==> config.mk <==
export PLATFORM = sky130hd
export DESIGN_NAME = debounce_botoes
export DESIGN_NICKNAME = d
export VERILOG_FILES = /design/src/rtl/debounce_botoes.sv
export SDC_FILE = /design/constraint.sdc
export NUM_CORES = 1
export LEC_CHECK = 0
export BUFFER_PORTS_ARGS = -buffer_cell sky130_fd_sc_hd__buf_4
export CAP_MARGIN = 10
export CORE_MARGIN = 4
export CORE_UTILIZATION = 45
export CTS_CLUSTER_DIAMETER = 100
export DETAILED_ROUTE_END_ITERATION = 10
export GPL_TIMING_DRIVEN = 0
export HOLD_SLACK_MARGIN = 0.03
export PLACE_DENSITY = 0.67
export SKIP_CTS_REPAIR_TIMING = 1
export SYNTH_ARGS = -nofsm -noshare
export SYNTH_HDL_FRONTEND = slang
export SYNTH_SLANG_ARGS = --single-unit
export TNS_END_PERCENT = 5
==> constraint.sdc <==
create_clock -name clock -period 1.7 [get_ports clock]
set_input_delay 0.085 -clock clock [delete_from_list [all_inputs] [get_ports clock]]
set_output_delay 0.085 -clock clock [all_outputs]
set_load 0.01 [all_outputs]
==> src/rtl/debounce_botoes.sv <==
// Debounce for four play buttons plus a start button, with a press FSM that
// accepts only single-button plays. Define SINCRONIZADOR_EN to add 2-flop input synchronizers.
module debounce_botoes #(
    parameter int DEBOUNCE_CICLOS = 50000,
    parameter int CONT_W          = 16
) (
    input  logic       clock,
    input  logic       reset,
    input  logic [3:0] botoes_raw,
    input  logic       jogar_raw,
    output logic [3:0] botoes,
    output logic       jogada_pulso,
    output logic       jogar_pulso,
    output logic       db_multiplo,
    output logic [1:0] db_estado_press
);

    localparam int N = 5;
    localparam logic [CONT_W-1:0] LIMITE = CONT_W'(DEBOUNCE_CICLOS - 1);

    typedef enum logic [1:0] {
        ESPERA      = 2'b00,
        PRESSIONADO = 2'b01,
        BLOQUEIO    = 2'b10
    } estado_t;

    logic [N-1:0]      entrada;
    logic [N-1:0]      filtrado;
    logic [CONT_W-1:0] contador [N];
    logic [N-1:0]      nivel;
    logic [3:0]        deb_botoes;
    logic              deb_jogar;

    estado_t    estado;
    estado_t    proximo;
    logic [3:0] valor;
    logic [3:0] valor_prox;
    logic       entrou;
    logic       entrou_prox;
    logic       jogar_ant;
    logic       jogar_sub;

    assign entrada = {jogar_raw, botoes_raw};

`ifdef SINCRONIZADOR_EN
    logic [N-1:0] sinc1;
    logic [N-1:0] sinc2;

    always_ff @(posedge clock) begin
        if (!reset) begin
            sinc1 <= '0;
            sinc2 <= '0;
        end else begin
            sinc1 <= entrada;
            sinc2 <= sinc1;
        end
    end

    assign filtrado = sinc2;
`else
    assign filtrado = entrada;
`endif

    // A level flips only after DEBOUNCE_CICLOS consecutive samples disagreeing with it.
    always_ff @(posedge clock) begin
        if (!reset) begin
            for (int i = 0; i < N; i++) begin
                contador[i] <= '0;
            end
            nivel <= '0;
        end else begin
            for (int i = 0; i < N; i++) begin
                if (filtrado[i] == nivel[i]) begin
                    contador[i] <= '0;
                end else if (contador[i] == LIMITE) begin
                    contador[i] <= '0;
                    nivel[i]    <= ~nivel[i];
                end else begin
                    contador[i] <= contador[i] + CONT_W'(1);
                end
            end
        end
    end

    assign deb_botoes = nivel[3:0];
    assign deb_jogar  = nivel[4];

    function automatic logic um_quente(input logic [3:0] v);
        return (v != 4'b0000) && ((v & (v - 4'd1)) == 4'b0000);
    endfunction

    always_ff @(posedge clock) begin
        if (!reset) begin
            estado <= ESPERA;
            valor  <= 4'b0000;
            entrou <= 1'b0;
        end else begin
            estado <= proximo;
            valor  <= valor_prox;
            entrou <= entrou_prox;
        end
    end

    always_comb begin
        proximo     = estado;
        valor_prox  = valor;
        entrou_prox = 1'b0;
        case (estado)
            ESPERA: begin
                if (um_quente(deb_botoes)) begin
                    proximo     = PRESSIONADO;
                    valor_prox  = deb_botoes;
                    entrou_prox = 1'b1;
                end else if (deb_botoes != 4'b0000) begin
                    proximo = BLOQUEIO;
                end
            end
            PRESSIONADO: begin
                if (deb_botoes == 4'b0000) begin
                    proximo = ESPERA;
                end else if (deb_botoes != valor) begin
                    proximo = BLOQUEIO;
                end
            end
            BLOQUEIO: begin
                if (deb_botoes == 4'b0000) begin
                    proximo = ESPERA;
                end
            end
            default: begin
                proximo = ESPERA;
            end
        endcase
    end

    always_ff @(posedge clock) begin
        if (!reset) begin
            jogar_ant <= 1'b0;
            jogar_sub <= 1'b0;
        end else begin
            jogar_ant <= deb_jogar;
            jogar_sub <= deb_jogar & ~jogar_ant;
        end
    end

    // Output stage keeps the start strobe aligned with the play strobe.
    always_ff @(posedge clock) begin
        if (!reset) begin
            botoes          <= 4'b0000;
            jogada_pulso    <= 1'b0;
            jogar_pulso     <= 1'b0;
            db_multiplo     <= 1'b0;
            db_estado_press <= 2'b00;
        end else begin
            botoes          <= (estado == PRESSIONADO) ? valor : 4'b0000;
            jogada_pulso    <= entrou;
            jogar_pulso     <= jogar_sub;
            db_multiplo     <= (estado == BLOQUEIO);
            db_estado_press <= estado;
        end
    end

endmodule

==> results of run 1 <==
-- cell type report --
| cell class | instances | area [sq um] | share of cell area |
|---|---|---|---|
| clock buffer | 13 | 260 | 0.0396 |
| tap | 143 | 179 | 0.0272 |
| sequential | 103 | 2860 | 0.436 |
| multi-input combinational | 458 | 2770 | 0.421 |
| buffer | 16 | 101 | 0.0154 |
| clock inverter | 3 | 16.3 | 0.00248 |
| timing repair buffer | 40 | 305 | 0.0465 |
| inverter | 20 | 75.1 | 0.0114 |
-- how the worst max path moves through the flow --
stage / startpoint / endpoint / slack, ps / cells after the start
final: contador[4][5] / contador[4][9] / -200 / 5
after CTS: contador[1][0] / contador[1][13] / -440 / 6
after global routing: contador[4][5] / contador[4][9] / -290 / 5
after detailed placement: contador[1][0] / contador[1][13] / -420 / 6
after global placement: contador[1][0] / contador[1][12] / -390 / 6
after floorplan: contador[3][11] / contador[3][0] / -100 / 5
-- cell families (layout without fill, tap and decap cells) --
group,Yosys count,after routing,synth area share
and+or+nand+nor,269,269,0.255
xor gates and xnor gates,79,79,0.129
DFF,103,103,0.535
muxes,5,5,0.00936
adders and majority gates,5,5,0.0117
buffers and inverters,36,92,0.0286
AOI/OAI and AO/OA,20,20,0.0297
other,1,80,0.000701
-- synthesized netlist by cell type, drive strengths merged, types with 2 or more instances --
| cell type | instances | area, sq um |
|---|---|---|
| a2111oi | 3 | 26.3 |
| a21boi | 2 | 15.0 |
| a21oi | 2 | 10.0 |
| a32oi | 2 | 17.5 |
| and2 | 9 | 56.3 |
| and3 | 7 | 43.8 |
| and4b | 2 | 20.0 |
| buf | 4 | 32.5 |
| clkbuf | 12 | 45.0 |
| dfxtp | 23 | 460 |
| edfxtp | 80 | 2400 |
| ha | 5 | 62.6 |
| inv | 20 | 75.1 |
| mux2i | 5 | 50.1 |
| nand2 | 28 | 105 |
| nand3 | 32 | 173 |
| nand3b | 3 | 22.5 |
| nand4 | 23 | 144 |
| nand4b | 2 | 17.5 |
| nand4bb | 2 | 22.5 |
| nor2 | 100 | 375 |
| nor2b | 7 | 43.8 |
| nor3 | 18 | 90.1 |
| nor4 | 24 | 150 |
| nor4bb | 4 | 40.0 |
| o21ai | 6 | 30.0 |
| o41ai | 2 | 36.3 |
| or3 | 4 | 25.0 |
| or4 | 2 | 18.8 |
| xnor2 | 58 | 508 |
| xor2 | 21 | 184 |
-- metal layers --
layer | vias up | wire [microns]
li1 | 2030 | -
met1 | 1845 | 4750
met2 | 74 | 4620
met3 | 14 | 376
met4 | 0 | 183
met5 | - | 0
-- flip-flops by register name (all words and copies together) (netlist names), 2 cells and up --
| register | count |
|---|---|
| estado | 2 |
| nivel | 5 |
| contador | 80 |
| valor | 4 |
| botoes | 4 |
| db_estado_press | 2 |
-- worst max-delay path: stages, from the launching register on --
cell	delay (ps)
edfxtp_1	480
nor4_2	310
nand3b_1	180
o41ai_4	420
buf_6	200
nor2_1	60
-- stage by stage --
step	std cells	power [uW]	hold slack (ps)
3_3_place_gp	755	3270	357
6_report	796	5230	25.3
4_1_cts	771	5240	-2.16
5_1_grt	796	5480	45.3
3_5_place_dp	755	3280	373
2_1_floorplan	597	3200	219
-- report_power, final --
group	switching [uW]	internal [uW]	leakage (uW)
combinational	178	164	0.00127
sequential	125	2830	0.00101
clock	861	1070	0.000140
==> results.sh, run 1 <==
export IMPL_synth_ff_type="edfxtp_1"
export IMPL_grt_pass1_wl_microns=16900
export IMPL_drive_above_1_share=0.130
export IMPL_setup_tns_final_ps=-5890
export IMPL_violations="setup timing"
export IMPL_clock_skew_ps=8.71
export IMPL_drc_errors=0
export IMPL_min_path_type="in2reg"
export IMPL_path_max_fanout=10
export IMPL_grt_util_met2=0.239
export IMPL_seq_area_frac_synth=0.535
export IMPL_use_met3=0.0380
export IMPL_min_from="botoes_raw[3]"
export IMPL_core_sq_mm=0.0115
export IMPL_r2r_start="contador[4][5]"
export IMPL_critPathKind="reg2reg"
export IMPL_clock_path_buffers=2
export IMPL_synth_edf_count=80
export IMPL_wl_per_cell_microns=12.5
export IMPL_p_leak_uw=0.00242
export IMPL_cts_buffers=9
export IMPL_num_antenna_cells=0
export IMPL_finalHoldViolCount=0
export IMPL_finalWorstSetupSlack_ps=-199
export IMPL_gp_routability_congestion=0.797
export IMPL_cts_tree="done"
export IMPL_rsz0062_at_grt="true"
export IMPL_avgViaCountPerCell=4.98
export IMPL_rr_worst_depth=5
export IMPL_grt_overflow=0
export IMPL_grt_max_degree=16
export IMPL_rr_endpoint="contador[4][9]"
export IMPL_placed_area_sq_mm=0.00593
export IMPL_drv_slew=0
export IMPL_ys_warnings_count=0
export IMPL_place_ws_ps=-423
export IMPL_maxClockFrequency_mhz=527
export IMPL_syn2layout_area_growth_pct=22.8
export IMPL_cap_violations=0
export IMPL_dieHeight_microns=117
export IMPL_synth_cell_types=42
export IMPL_n_fill_cell=1022
export IMPL_crit_path_end_kind="flip-flop"
export IMPL_met1_usage=0.208
export IMPL_routed_wirelength_microns=9930
export IMPL_fp_row_count=39
export IMPL_die_w_microns=117
export IMPL_fin_nets=660
export IMPL_arrival_ps=2000
export IMPL_cts_root_buffer="clkbuf_16"
export IMPL_layout_common_cells="nor2_1 (98), edfxtp_1 (80), conb_1 (80)"
export IMPL_clock_sinks=103
export IMPL_ant_nets=0
export IMPL_grt_usage=0.155
export IMPL_final_setup_viol_count=42
export IMPL_syn_avg_cell_area_sq_um=10.3
export IMPL_grt_antenna_before_repair=0
export IMPL_drt_iter0_drc=231
export IMPL_fin_area_sq_mm=0.00657
export IMPL_syn_area_sq_mm=0.00535
export IMPL_initial_core_util=0.464
export IMPL_clkTransAtPathRegs_ps=70
export IMPL_hpwl_microns=6820
export IMPL_final_common_cell="nor2_1"
export IMPL_peakVddDrop_mv=0.345
export IMPL_htreeDepth=3
export IMPL_first_pass_iters=5
export IMPL_status="complete, but fails checks"
export IMPL_whs_path_depth=3
export IMPL_port_buffers=15
export IMPL_num_vias=3963
export IMPL_r2r_slack_ps=-200
export IMPL_io_pins=16
export IMPL_synth_seq_cells=103
export IMPL_first_global_vias=3717
export IMPL_start_kind="flip-flop"
export IMPL_die_area_sq_mm=0.0137
export IMPL_clk_latency_ps=350
export IMPL_min_period_ps=1900
export IMPL_period_share=1.12
export IMPL_hold_end="nivel[3]"
export IMPL_grt_busiest_layer="met2"
export IMPL_powerDensity_mw_per_mm2=796
export IMPL_async_flop_share=0
export IMPL_syn_instance_count=518
export IMPL_post_route_util=0.570
export IMPL_cp_required_ps=1800
Power figures use the tool's default switching activity.
==> run 2, diff against run 1 <==
GPL_ROUTABILITY_DRIVEN = 0   (was not set)
PLACE_DENSITY = not set   (was 0.67)
PLACE_DENSITY_LB_ADDON = 0.05   (was not set)
clock period = 1.8 ns   (was 1.7 ns; I/O delays follow)
==> results.sh, run 2 (synthesis results as in run 1) <==
export IMPL_fp_row_count=39
export IMPL_ant_nets=0
export IMPL_grt_antenna_before_repair=0
export IMPL_maxClockFrequency_mhz=520
export IMPL_drc_errors=0
export IMPL_cap_violations=0
export IMPL_period_share=1.07
export IMPL_whs_path_depth=3
export IMPL_hpwl_microns=6980
export IMPL_peakVddDrop_mv=0.538
export IMPL_cp_required_ps=1910
export IMPL_wl_per_cell_microns=12.4
export IMPL_grt_usage=0.153
export IMPL_comb_power_share=0.062
export IMPL_core_sq_mm=0.0115
export IMPL_crit_path_end_kind="flip-flop"
export IMPL_min_path_type="in2reg"
export IMPL_power_switching_uw=1110
export IMPL_drt_iter0_drc=178
export IMPL_drive_above_1_share=0.103
export IMPL_violations="setup timing"
export IMPL_min_period_ps=1920
export IMPL_port_buffers=15
export IMPL_p_leak_uw=0.00239
export IMPL_initial_core_util=0.464
export IMPL_num_vias=3898
export IMPL_first_global_vias=3646
export IMPL_reg_top3="contador (80), nivel (5)"
export IMPL_clk_latency_ps=350
export IMPL_final_common_cell="nor2_1"
export IMPL_cts_root_buffer="clkbuf_16"
export IMPL_crit_chain="nor4_1, nand3b_1, o41ai_4, buf_6, nor2_1"
export IMPL_p_total_uw=5040
export IMPL_clock_sinks=103
export IMPL_dieHeight_microns=117
export IMPL_clkTransAtPathRegs_ps=70
export IMPL_switching_share=0.220
export IMPL_io_pins=16
export IMPL_status="complete, but fails checks"
export IMPL_fin_cells=792
export IMPL_clock_skew_ps=6.83
export IMPL_critPathKind="reg2reg"
export IMPL_num_antenna_cells=0
export IMPL_htreeDepth=3
export IMPL_avgViaCountPerCell=4.92
export IMPL_grt_overflow=0
export IMPL_clock_path_buffers=2
export IMPL_cts_tree="done"
export IMPL_start_kind="flip-flop"
export IMPL_grt_pass1_wl_microns=16400
export IMPL_powerDensity_mw_per_mm2=779
export IMPL_layout_common_cells="nor2_1 (100), edfxtp_1 (80), conb_1 (80)"
export IMPL_die_w_microns=117
export IMPL_grt_max_degree=17
export IMPL_clkPwrFrac=0.385
export IMPL_place_ws_ps=-320
export IMPL_rr_worst_depth=5
export IMPL_intPower_uw=3930
export IMPL_cts_buffers=9
export IMPL_routed_wirelength_microns=9790
export IMPL_drv_slew=0
export IMPL_syn2layout_area_growth_pct=20.9
export IMPL_setup_tns_final_ps=-2660
export IMPL_die_area_sq_mm=0.0137
export IMPL_final_setup_viol_count=29
export IMPL_arrival_ps=2030
export IMPL_placed_cells=755
export IMPL_rsz0062_at_grt="true"
export IMPL_crit_path_top_delay_cell="edfxtp_1"
export IMPL_critPathMaxStageDelay_ps=470
export IMPL_fin_nets=656
export IMPL_post_route_util=0.561
export IMPL_finalHoldViolCount=0
export IMPL_pwr_share_seq=0.553
export IMPL_path_max_fanout=10
export IMPL_finalWorstSetupSlack_ps=-124
export IMPL_largest_reg_flops=80
export IMPL_largest_register="contador"
export IMPL_first_pass_iters=4
run 2: changes by cell type in the layout (fill, tap and decap cells not counted), sizes merged:
cell         before  now
clkinv            2    1
buf              43   40
dlygate4sd3       2    1
clkbuf           24   25
run 2: critical path, delay by kind of cell (launching register included):
| kind | cells | cell delay, ps |
|---|---|---|
| flip-flops | 1 | 470 |
| AND/OR/NAND/NOR | 3 | 600 |
| buffers and inverters | 1 | 200 |
| AO/OA/AOI/OAI | 1 | 410 |
run 2: worst paths after layout:
| kind | from | end | slack [ps] |
|---|---|---|---|
| max | contador[4][5] | contador[4][14] | -120 |
| min | jogar_raw | nivel[4] | 30 |
| max reg2reg | contador[4][5] | contador[4][14] | -120 |
| min reg2reg | jogar_ant | jogar_sub | 390 |
run 2: power by group through the flow:
stage	clock, uW	combinational, uW	sequential (uW)
after floorplan	0	213	2810
after global placement	0	264	2830
after detailed placement	0	268	2840
after CTS	2010	271	2780
after global routing	2100	362	2800
final	1940	313	2790
run 2: metal layers:
layer  vias to the layer above  share of wire  global-route usage
met4                         0          0.018              0.0757
li1                       2030              -                   -
met1                      1803           0.47               0.197
met2                        50           0.48               0.248
met5                         -              0                   0
met3                        15          0.031              0.0278
run 2: final cells by class:
cell class	count	area [sq um]
fill	1086	5050
sequential	103	2860
multi-input combinational	458	2680
clock buffer	14	287
timing repair buffer	36	273
tap	143	179
buffer	16	95.1
inverter	20	75.1
clock inverter	2	11.3
run 2: metrics by stage:
stage / hold slack [ps] / cell area (sq um)
after floorplan: 224 / 5640
after global placement: 372 / 5930
after detailed placement: 377 / 5930
after CTS: 8.73 / 6230
after global routing: 40.8 / 6470
final: 28.8 / 6470
